## src/rtl/vol_sci_arb_pkg.sv

```systemverilog
// Shared constants and encodings for the volume/SCI write arbiter.
// Mute support is enabled by defining VOL_MUTE_EN.
package vol_sci_arb_pkg;

    localparam logic [7:0]  SCI_VOL_ADDR = 8'h0B;
    localparam logic [15:0] MUTE_WORD    = 16'hFEFE;

    typedef enum logic [1:0] {
        ST_IDLE   = 2'd0,
        ST_WR_CMD = 2'd1,
        ST_WR_VOL = 2'd2
    } state_e;

    typedef enum logic {
        SRV_VOL = 1'b0,
        SRV_CMD = 1'b1
    } srv_e;

    // Word actually sent to SCI_VOL for a given mute state.
    function automatic logic [15:0] vol_word(input logic muted, input logic [15:0] vol);
        if (muted) begin
            return MUTE_WORD;
        end else begin
            return vol;
        end
    endfunction

endpackage

```

## src/rtl/vol_sci_step.sv

```systemverilog
// Saturating one-byte attenuation step: UP lowers, DOWN raises, both or
// neither leave the value untouched; chg_o flags an effective change.
module vol_sci_step
    import vol_sci_arb_pkg::*;
#(
    parameter logic [7:0] STEP = 8'h10,
    parameter logic [7:0] MAX  = 8'hF0
) (
    input  logic [7:0] cur_i,
    input  logic       up_i,
    input  logic       down_i,
    output logic [7:0] nxt_o,
    output logic       chg_o
);

    logic [8:0] sum_s;

    // Next byte value with floor 0 and ceiling MAX.
    always_comb begin
        sum_s = {1'b0, cur_i} + {1'b0, STEP};
        nxt_o = cur_i;
        if (up_i && !down_i) begin
            if (cur_i > STEP) begin
                nxt_o = cur_i - STEP;
            end else begin
                nxt_o = 8'h00;
            end
        end else if (down_i && !up_i) begin
            if (sum_s > {1'b0, MAX}) begin
                nxt_o = MAX;
            end else begin
                nxt_o = sum_s[7:0];
            end
        end else begin
            nxt_o = cur_i;
        end
        chg_o = (nxt_o != cur_i);
    end

endmodule

```

## src/rtl/vol_sci_arb.sv

```systemverilog
// Volume register plus round-robin arbiter sharing one SCI master between
// volume writes and external commands. Optional mute: define VOL_MUTE_EN.
module vol_sci_arb
    import vol_sci_arb_pkg::*;
#(
    parameter logic [15:0] VOL_INIT = 16'hF0F0,
    parameter logic [7:0]  VOL_STEP = 8'h10,
    parameter logic [7:0]  VOL_MAX  = 8'hF0
) (
    input  logic        CLK,
    input  logic        RST_N,
    input  logic        UP,
    input  logic        DOWN,
    input  logic        MUTE,
    input  logic        CMD_REQ,
    input  logic [7:0]  CMD_ADDR,
    input  logic [15:0] CMD_DATA,
    output logic        CMD_ACK,
    output logic        SCI_REQ,
    output logic [7:0]  SCI_ADDR,
    output logic [15:0] SCI_WDATA,
    input  logic        SCI_DONE,
    output logic [15:0] VOL,
    output logic        VOL_MUTED,
    output logic        BUSY
);

    state_e      state_q, state_d;
    srv_e        last_q, last_d;
    logic [15:0] vol_q, vol_d;
    logic        dirty_q, dirty_d;
    logic        sci_req_q, sci_req_d;
    logic [7:0]  sci_addr_q, sci_addr_d;
    logic [15:0] sci_wdata_q, sci_wdata_d;
    logic        cmd_ack_q, cmd_ack_d;
    logic        busy_q, busy_d;

    logic [7:0]  hi_nxt_s, lo_nxt_s;
    logic        hi_chg_s, lo_chg_s;
    logic        vol_chg_s;
    logic        mute_chg_s;
    logic        muted_s;
    logic        chg_s;
    logic        cmd_pend_s;

    vol_sci_step #(.STEP(VOL_STEP), .MAX(VOL_MAX)) u_step_hi (
        .cur_i  (vol_q[15:8]),
        .up_i   (UP),
        .down_i (DOWN),
        .nxt_o  (hi_nxt_s),
        .chg_o  (hi_chg_s)
    );

    vol_sci_step #(.STEP(VOL_STEP), .MAX(VOL_MAX)) u_step_lo (
        .cur_i  (vol_q[7:0]),
        .up_i   (UP),
        .down_i (DOWN),
        .nxt_o  (lo_nxt_s),
        .chg_o  (lo_chg_s)
    );

`ifdef VOL_MUTE_EN
    logic mute_q, mute_d;

    // Mute toggles on every MUTE pulse.
    always_comb begin
        if (MUTE) begin
            mute_d = !mute_q;
        end else begin
            mute_d = mute_q;
        end
    end

    // Mute state register.
    always_ff @(posedge CLK or negedge RST_N) begin
        if (!RST_N) begin
            mute_q <= 1'b0;
        end else begin
            mute_q <= mute_d;
        end
    end

    assign muted_s    = mute_q;
    assign mute_chg_s = MUTE;
`else
    logic unused_mute_s;

    assign unused_mute_s = MUTE;
    assign muted_s       = 1'b0;
    assign mute_chg_s    = 1'b0;
`endif

    // Volume next state and change detection.
    always_comb begin
        vol_d     = {hi_nxt_s, lo_nxt_s};
        vol_chg_s = hi_chg_s | lo_chg_s;
        chg_s     = vol_chg_s | mute_chg_s;
    end

    // Arbitration and write FSM. A change landing on the grant cycle keeps
    // the dirty flag so the newer value is written afterwards.
    always_comb begin
        state_d     = state_q;
        last_d      = last_q;
        dirty_d     = dirty_q | chg_s;
        sci_req_d   = sci_req_q;
        sci_addr_d  = sci_addr_q;
        sci_wdata_d = sci_wdata_q;
        cmd_ack_d   = 1'b0;
        // The requester still holds CMD_REQ during its ACK cycle.
        cmd_pend_s  = CMD_REQ && !cmd_ack_q;
        case (state_q)
            ST_IDLE: begin
                if (dirty_q && (!cmd_pend_s || (last_q == SRV_CMD))) begin
                    state_d     = ST_WR_VOL;
                    last_d      = SRV_VOL;
                    dirty_d     = chg_s;
                    sci_req_d   = 1'b1;
                    sci_addr_d  = SCI_VOL_ADDR;
                    sci_wdata_d = vol_word(muted_s, vol_q);
                end else if (cmd_pend_s) begin
                    state_d     = ST_WR_CMD;
                    last_d      = SRV_CMD;
                    sci_req_d   = 1'b1;
                    sci_addr_d  = CMD_ADDR;
                    sci_wdata_d = CMD_DATA;
                end else begin
                    state_d = ST_IDLE;
                end
            end
            ST_WR_CMD: begin
                if (SCI_DONE) begin
                    state_d   = ST_IDLE;
                    sci_req_d = 1'b0;
                    cmd_ack_d = 1'b1;
                end else begin
                    state_d = ST_WR_CMD;
                end
            end
            ST_WR_VOL: begin
                if (SCI_DONE) begin
                    state_d   = ST_IDLE;
                    sci_req_d = 1'b0;
                end else begin
                    state_d = ST_WR_VOL;
                end
            end
            default: begin
                state_d   = ST_IDLE;
                sci_req_d = 1'b0;
            end
        endcase
        busy_d = (state_d != ST_IDLE);
    end

    // State, volume and output registers.
    always_ff @(posedge CLK or negedge RST_N) begin
        if (!RST_N) begin
            state_q     <= ST_IDLE;
            last_q      <= SRV_CMD;
            vol_q       <= VOL_INIT;
            dirty_q     <= 1'b1;
            sci_req_q   <= 1'b0;
            sci_addr_q  <= 8'h00;
            sci_wdata_q <= 16'h0000;
            cmd_ack_q   <= 1'b0;
            busy_q      <= 1'b0;
        end else begin
            state_q     <= state_d;
            last_q      <= last_d;
            vol_q       <= vol_d;
            dirty_q     <= dirty_d;
            sci_req_q   <= sci_req_d;
            sci_addr_q  <= sci_addr_d;
            sci_wdata_q <= sci_wdata_d;
            cmd_ack_q   <= cmd_ack_d;
            busy_q      <= busy_d;
        end
    end

    assign CMD_ACK   = cmd_ack_q;
    assign SCI_REQ   = sci_req_q;
    assign SCI_ADDR  = sci_addr_q;
    assign SCI_WDATA = sci_wdata_q;
    assign VOL       = vol_q;
    assign VOL_MUTED = muted_s;
    assign BUSY      = busy_q;

endmodule
```

## config.mk

```make
export PLATFORM = sky130hd
export DESIGN_NAME = vol_sci_arb
export DESIGN_NICKNAME = d
export VERILOG_FILES = /design/src/rtl/vol_sci_arb_pkg.sv /design/src/rtl/vol_sci_step.sv /design/src/rtl/vol_sci_arb.sv
export SDC_FILE = /design/constraint.sdc
export NUM_CORES = 1
export LEC_CHECK = 0
export BUFFER_PORTS_ARGS = -buffer_cell sky130_fd_sc_hd__buf_2
export CAP_MARGIN = 10
export CORE_ASPECT_RATIO = 0.9
export CORE_MARGIN = 2
export CORE_UTILIZATION = 58
export CTS_BUF_LIST = sky130_fd_sc_hd__clkbuf_4
export DETAILED_ROUTE_END_ITERATION = 10
export HOLD_SLACK_MARGIN = 0.03
export PLACE_DENSITY = 0.94
export SYNTH_ARGS = -nofsm -noshare
export SYNTH_HDL_FRONTEND = slang
export SYNTH_SLANG_ARGS = --single-unit
```

## constraint.sdc

```tcl
create_clock -name CLK -period 3.2 [get_ports CLK]
set_input_delay 0.32 -clock CLK [delete_from_list [all_inputs] [get_ports CLK]]
set_output_delay 0.32 -clock CLK [all_outputs]
set_load 0.01 [all_outputs]
```

==> results.yml <==
cts:
  cts_resized: 0
  clkTransAtPathRegs_ps: 150
  tritoncts_buffer_count: 5
  cts_max_level: 2
  cts.sinks: 47
  clock-root-buffer: "sky130_fd_sc_hd__clkbuf_4"
  number_of_buffers_inserted_to_repair_setup_after_cts: 0
  clock_path_buffers: 2
  tritoncts: "built"
  postCtsHoldBufs: 0
  clkLatencyLatePin_ps: 380
place:
  numPlacedInstances: 400
  port-buffer-count: 72
  cell_area_after_placement_um2: 3059
  place_worst_setup_slack_ps: 1206
  finalWeightedCongestion: 0.9064
  place.detailed.hpwl_mm: 4.382
layout:
  multi_input_comb_area_um2: 1373
  finalInstanceArea_um2: 3141
  final_nets: 388
  stdcell_count: 408
  layout-drive-gt1-share: 0.2948
  area.sequential_um2: 1189
  antenna-diode-count: 0
  final.fill_count: 340
  postLayoutCoreUtil: 0.7041
  area_delta_synth_final_pct: 16.26
sta:
  report.final.setup_viol: 0
  holdWs_ps: 96.80
  timing.final.max_slew_violations: 0
  unrepaired_setup_endpoints_after_global_routing: "no"
  final_min_period_over_clock_period: 0.6342
  setup_slack_ps: 1171
  tightest_slew_ps: 1015
  relSlewSlack: 0.3236
  finalClockSkew_ps: 13.54
  fin_setup_tns_ps: 0
  max_freq_mhz: 492.7
  period_minus_slack_ps: 2029
  hold_viol_final: 0
synth:
  ys_seq_area_frac: 0.4400
  synth_seq_cells: 47
  postSynthAreaPerCell_um2: 9.579
  synth_cell_type_count: 57
  syn-cell-area_um2: 2701
  async_flop_share: 1.000
  synth_top_area_cell: "sky130_fd_sc_hd__dfrtp_1"
  postSynth.topFlopCell: "sky130_fd_sc_hd__dfrtp_1"
  yosysWarnings: 0
  ys_top_cells_by_area: "sky130_fd_sc_hd__dfrtp_1, sky130_fd_sc_hd__dfstp_2, sky130_fd_sc_hd__ha_1"
  synth_largest_type_area_fraction: 0.3428
  synthCells: 282
  synth_enable_flop_cells: 0
  synth.net_count: 325
power:
  cellLeakagePower_nw: 1.533
  cellPowerDensity_nw_per_um2: 971.7
  design_power_total_mw: 3.052
  power.ir.vdd_worst_mv: 0.5316
worst_setup_path:
  path_delay_family: "flip-flops"
  timing.critical_path.slowest_stage_cell: "sky130_fd_sc_hd__dfstp_2"
  critical_path.max_fanout: 12
  timing.critical_path.cells: "inv_1 > ha_1 > nand4_1 > a211oi_1 > nor3_2 > and2_1"
  worstPathRequired_ps: 3480
  worst_path_largest_cell_delay_ps: 680
  worst_ep_arrival_time_ps: 2300
  critPathBufInv: 1
  critPathCaptureType: "flop"
  worst-setup-path-type: "reg -> reg"
  startpoint_type: "flop"
floorplan:
  die_area_um2: 5220
  die_height_um: 68.75
  core_region_area_um2: 4461
  floorplan.rows: 23
  die_w_um: 75.94
  io-pin-count: 75
  start_util: 0.6056
routing:
  routed-via-count: 2333
  finalWirelength_mm: 6.015
  detail_route.drc_violations: 0
  detailedRoute.firstPassIterationCount: 4
  avgViaCountPerCell: 5.718
  drt_first_iter_violations: 180
  drtAntennaViolNets: 0
  avgRoutedWirePerCell_um: 14.74
global_route:
  globalRouteOverflowTotal: 0
  grt_first_pass_wirelength_mm: 9.791
  grt_pass1_vias: 2153
  grt_antenna_before_repair: 0
  grt_max_degree: 48
  globalRouteTotalUtil: 0.2375
outcome:
  status: "completed"
worst_hold_path:
  hold_class: "in -> async"
run:
  max_cap_violations: 0
-- flip-flops by register name, indices dropped and copies added (netlist names) --
name / count
SCI_WDATA: 16
last_q: 1
SCI_REQ: 1
dirty_q: 1
state_q: 2
SCI_ADDR: 8
BUSY: 1
VOL: 16
CMD_ACK: 1
-- power breakdown --
group / total [mW] / internal [mW] / switching [mW]
Clock: 0.368 / 0.165 / 0.204
Sequential: 1.18 / 0.885 / 0.300
Combinational: 1.50 / 0.637 / 0.862
Total: 3.05 / 1.69 / 1.37
-- logic make-up after synthesis --
| family | count (synthesis) | share of synthesized area |
|---|---|---|
| AO/OA/AOI/OAI | 79 | 0.1941 |
| multiplexers | 12 | 0.04447 |
| XOR/XNOR | 3 | 0.009729 |
| AND/OR/NAND/NOR | 98 | 0.2015 |
| adder cells (fa/ha/maj) | 12 | 0.05558 |
| other | 1 | 0.001388 |
| flip-flops | 47 | 0.4400 |
| buffers and inverters | 30 | 0.05326 |
-- worst paths after layout --
path	endpoint	slack (ps)	cells past startpoint	startpoint
max	VOL[8]	1170	6	VOL[13]
min reg2reg	SCI_WDATA[14]	490	2	SCI_WDATA[14]
min in group CLK	SCI_ADDR[6]	150	2	CMD_ADDR[6]
max reg2reg	VOL[8]	1170	6	VOL[13]
max in group asynchronous	VOL[10]	2480	1	RST_N
min	VOL[1]	100	1	RST_N
-- Yosys cell counts, types with 2 or more instances --
cell type                    n
sky130_fd_sc_hd__a22o_1      5
sky130_fd_sc_hd__a21oi_1    16
sky130_fd_sc_hd__buf_4       3
sky130_fd_sc_hd__nand2_1    25
sky130_fd_sc_hd__nor3_1      5
sky130_fd_sc_hd__buf_2      10
sky130_fd_sc_hd__nor2b_1     5
sky130_fd_sc_hd__a31oi_1     5
sky130_fd_sc_hd__a211oi_1    2
sky130_fd_sc_hd__mux2i_1    12
sky130_fd_sc_hd__and3_1      3
sky130_fd_sc_hd__xnor2_1     2
sky130_fd_sc_hd__ha_1       12
sky130_fd_sc_hd__o21ai_0    27
sky130_fd_sc_hd__o22a_1      3
sky130_fd_sc_hd__o21a_1      2
sky130_fd_sc_hd__and2_1      6
sky130_fd_sc_hd__dfrtp_1    37
sky130_fd_sc_hd__nor2_1     29
sky130_fd_sc_hd__a221oi_1    2
sky130_fd_sc_hd__nand4_1     3
sky130_fd_sc_hd__a2bb2oi_1   2
sky130_fd_sc_hd__nand3b_1    2
sky130_fd_sc_hd__nand2b_1    4
sky130_fd_sc_hd__inv_1      12
sky130_fd_sc_hd__clkbuf_1    4
sky130_fd_sc_hd__nand3_1     3
sky130_fd_sc_hd__dfstp_2    10
sky130_fd_sc_hd__nor4_4      3
-- per-layer routing --
layer,global-route usage,routed length [um]
met3,0.05859,364
met4,0.08864,107
met1,0.2986,2605
met5,0,0
met2,0.4096,2938
-- placed cells by master (no fill, tap or decap), types with 2 or more instances in the layout --
cell type and n:
sky130_fd_sc_hd__nand4_1 3, sky130_fd_sc_hd__buf_2 72, sky130_fd_sc_hd__nand2b_1 4, sky130_fd_sc_hd__a211oi_1 2, sky130_fd_sc_hd__o21ai_0 26, sky130_fd_sc_hd__nand2_1 25, sky130_fd_sc_hd__o22a_1 3, sky130_fd_sc_hd__a221oi_1 2
sky130_fd_sc_hd__dfstp_2 10, sky130_fd_sc_hd__clkbuf_4 5, sky130_fd_sc_hd__dfrtp_1 37, sky130_fd_sc_hd__nor4_4 3, sky130_fd_sc_hd__a2bb2oi_1 2, sky130_fd_sc_hd__and3_1 3, sky130_fd_sc_hd__a22o_1 5, sky130_fd_sc_hd__inv_1 12
sky130_fd_sc_hd__ha_1 12, sky130_fd_sc_hd__buf_4 2, sky130_fd_sc_hd__nand3b_1 2, sky130_fd_sc_hd__a21oi_1 16, sky130_fd_sc_hd__nor2b_1 5, sky130_fd_sc_hd__o21a_1 2, sky130_fd_sc_hd__nor2_1 29, sky130_fd_sc_hd__mux2i_1 12
sky130_fd_sc_hd__nand3_1 3, sky130_fd_sc_hd__a31oi_1 5, sky130_fd_sc_hd__and2_1 6, sky130_fd_sc_hd__nor3_1 5, sky130_fd_sc_hd__xnor2_1 2
-- cell type report --
cell class                 count  area share
sequential                    47      0.3785
tap                           62     0.02470
timing repair buffer          74      0.1195
inverter                      12     0.01434
clock buffer                   5     0.01195
clock inverter                 3     0.01394
multi-input combinational    205      0.4371
Power figures use the tool's default switching activity.
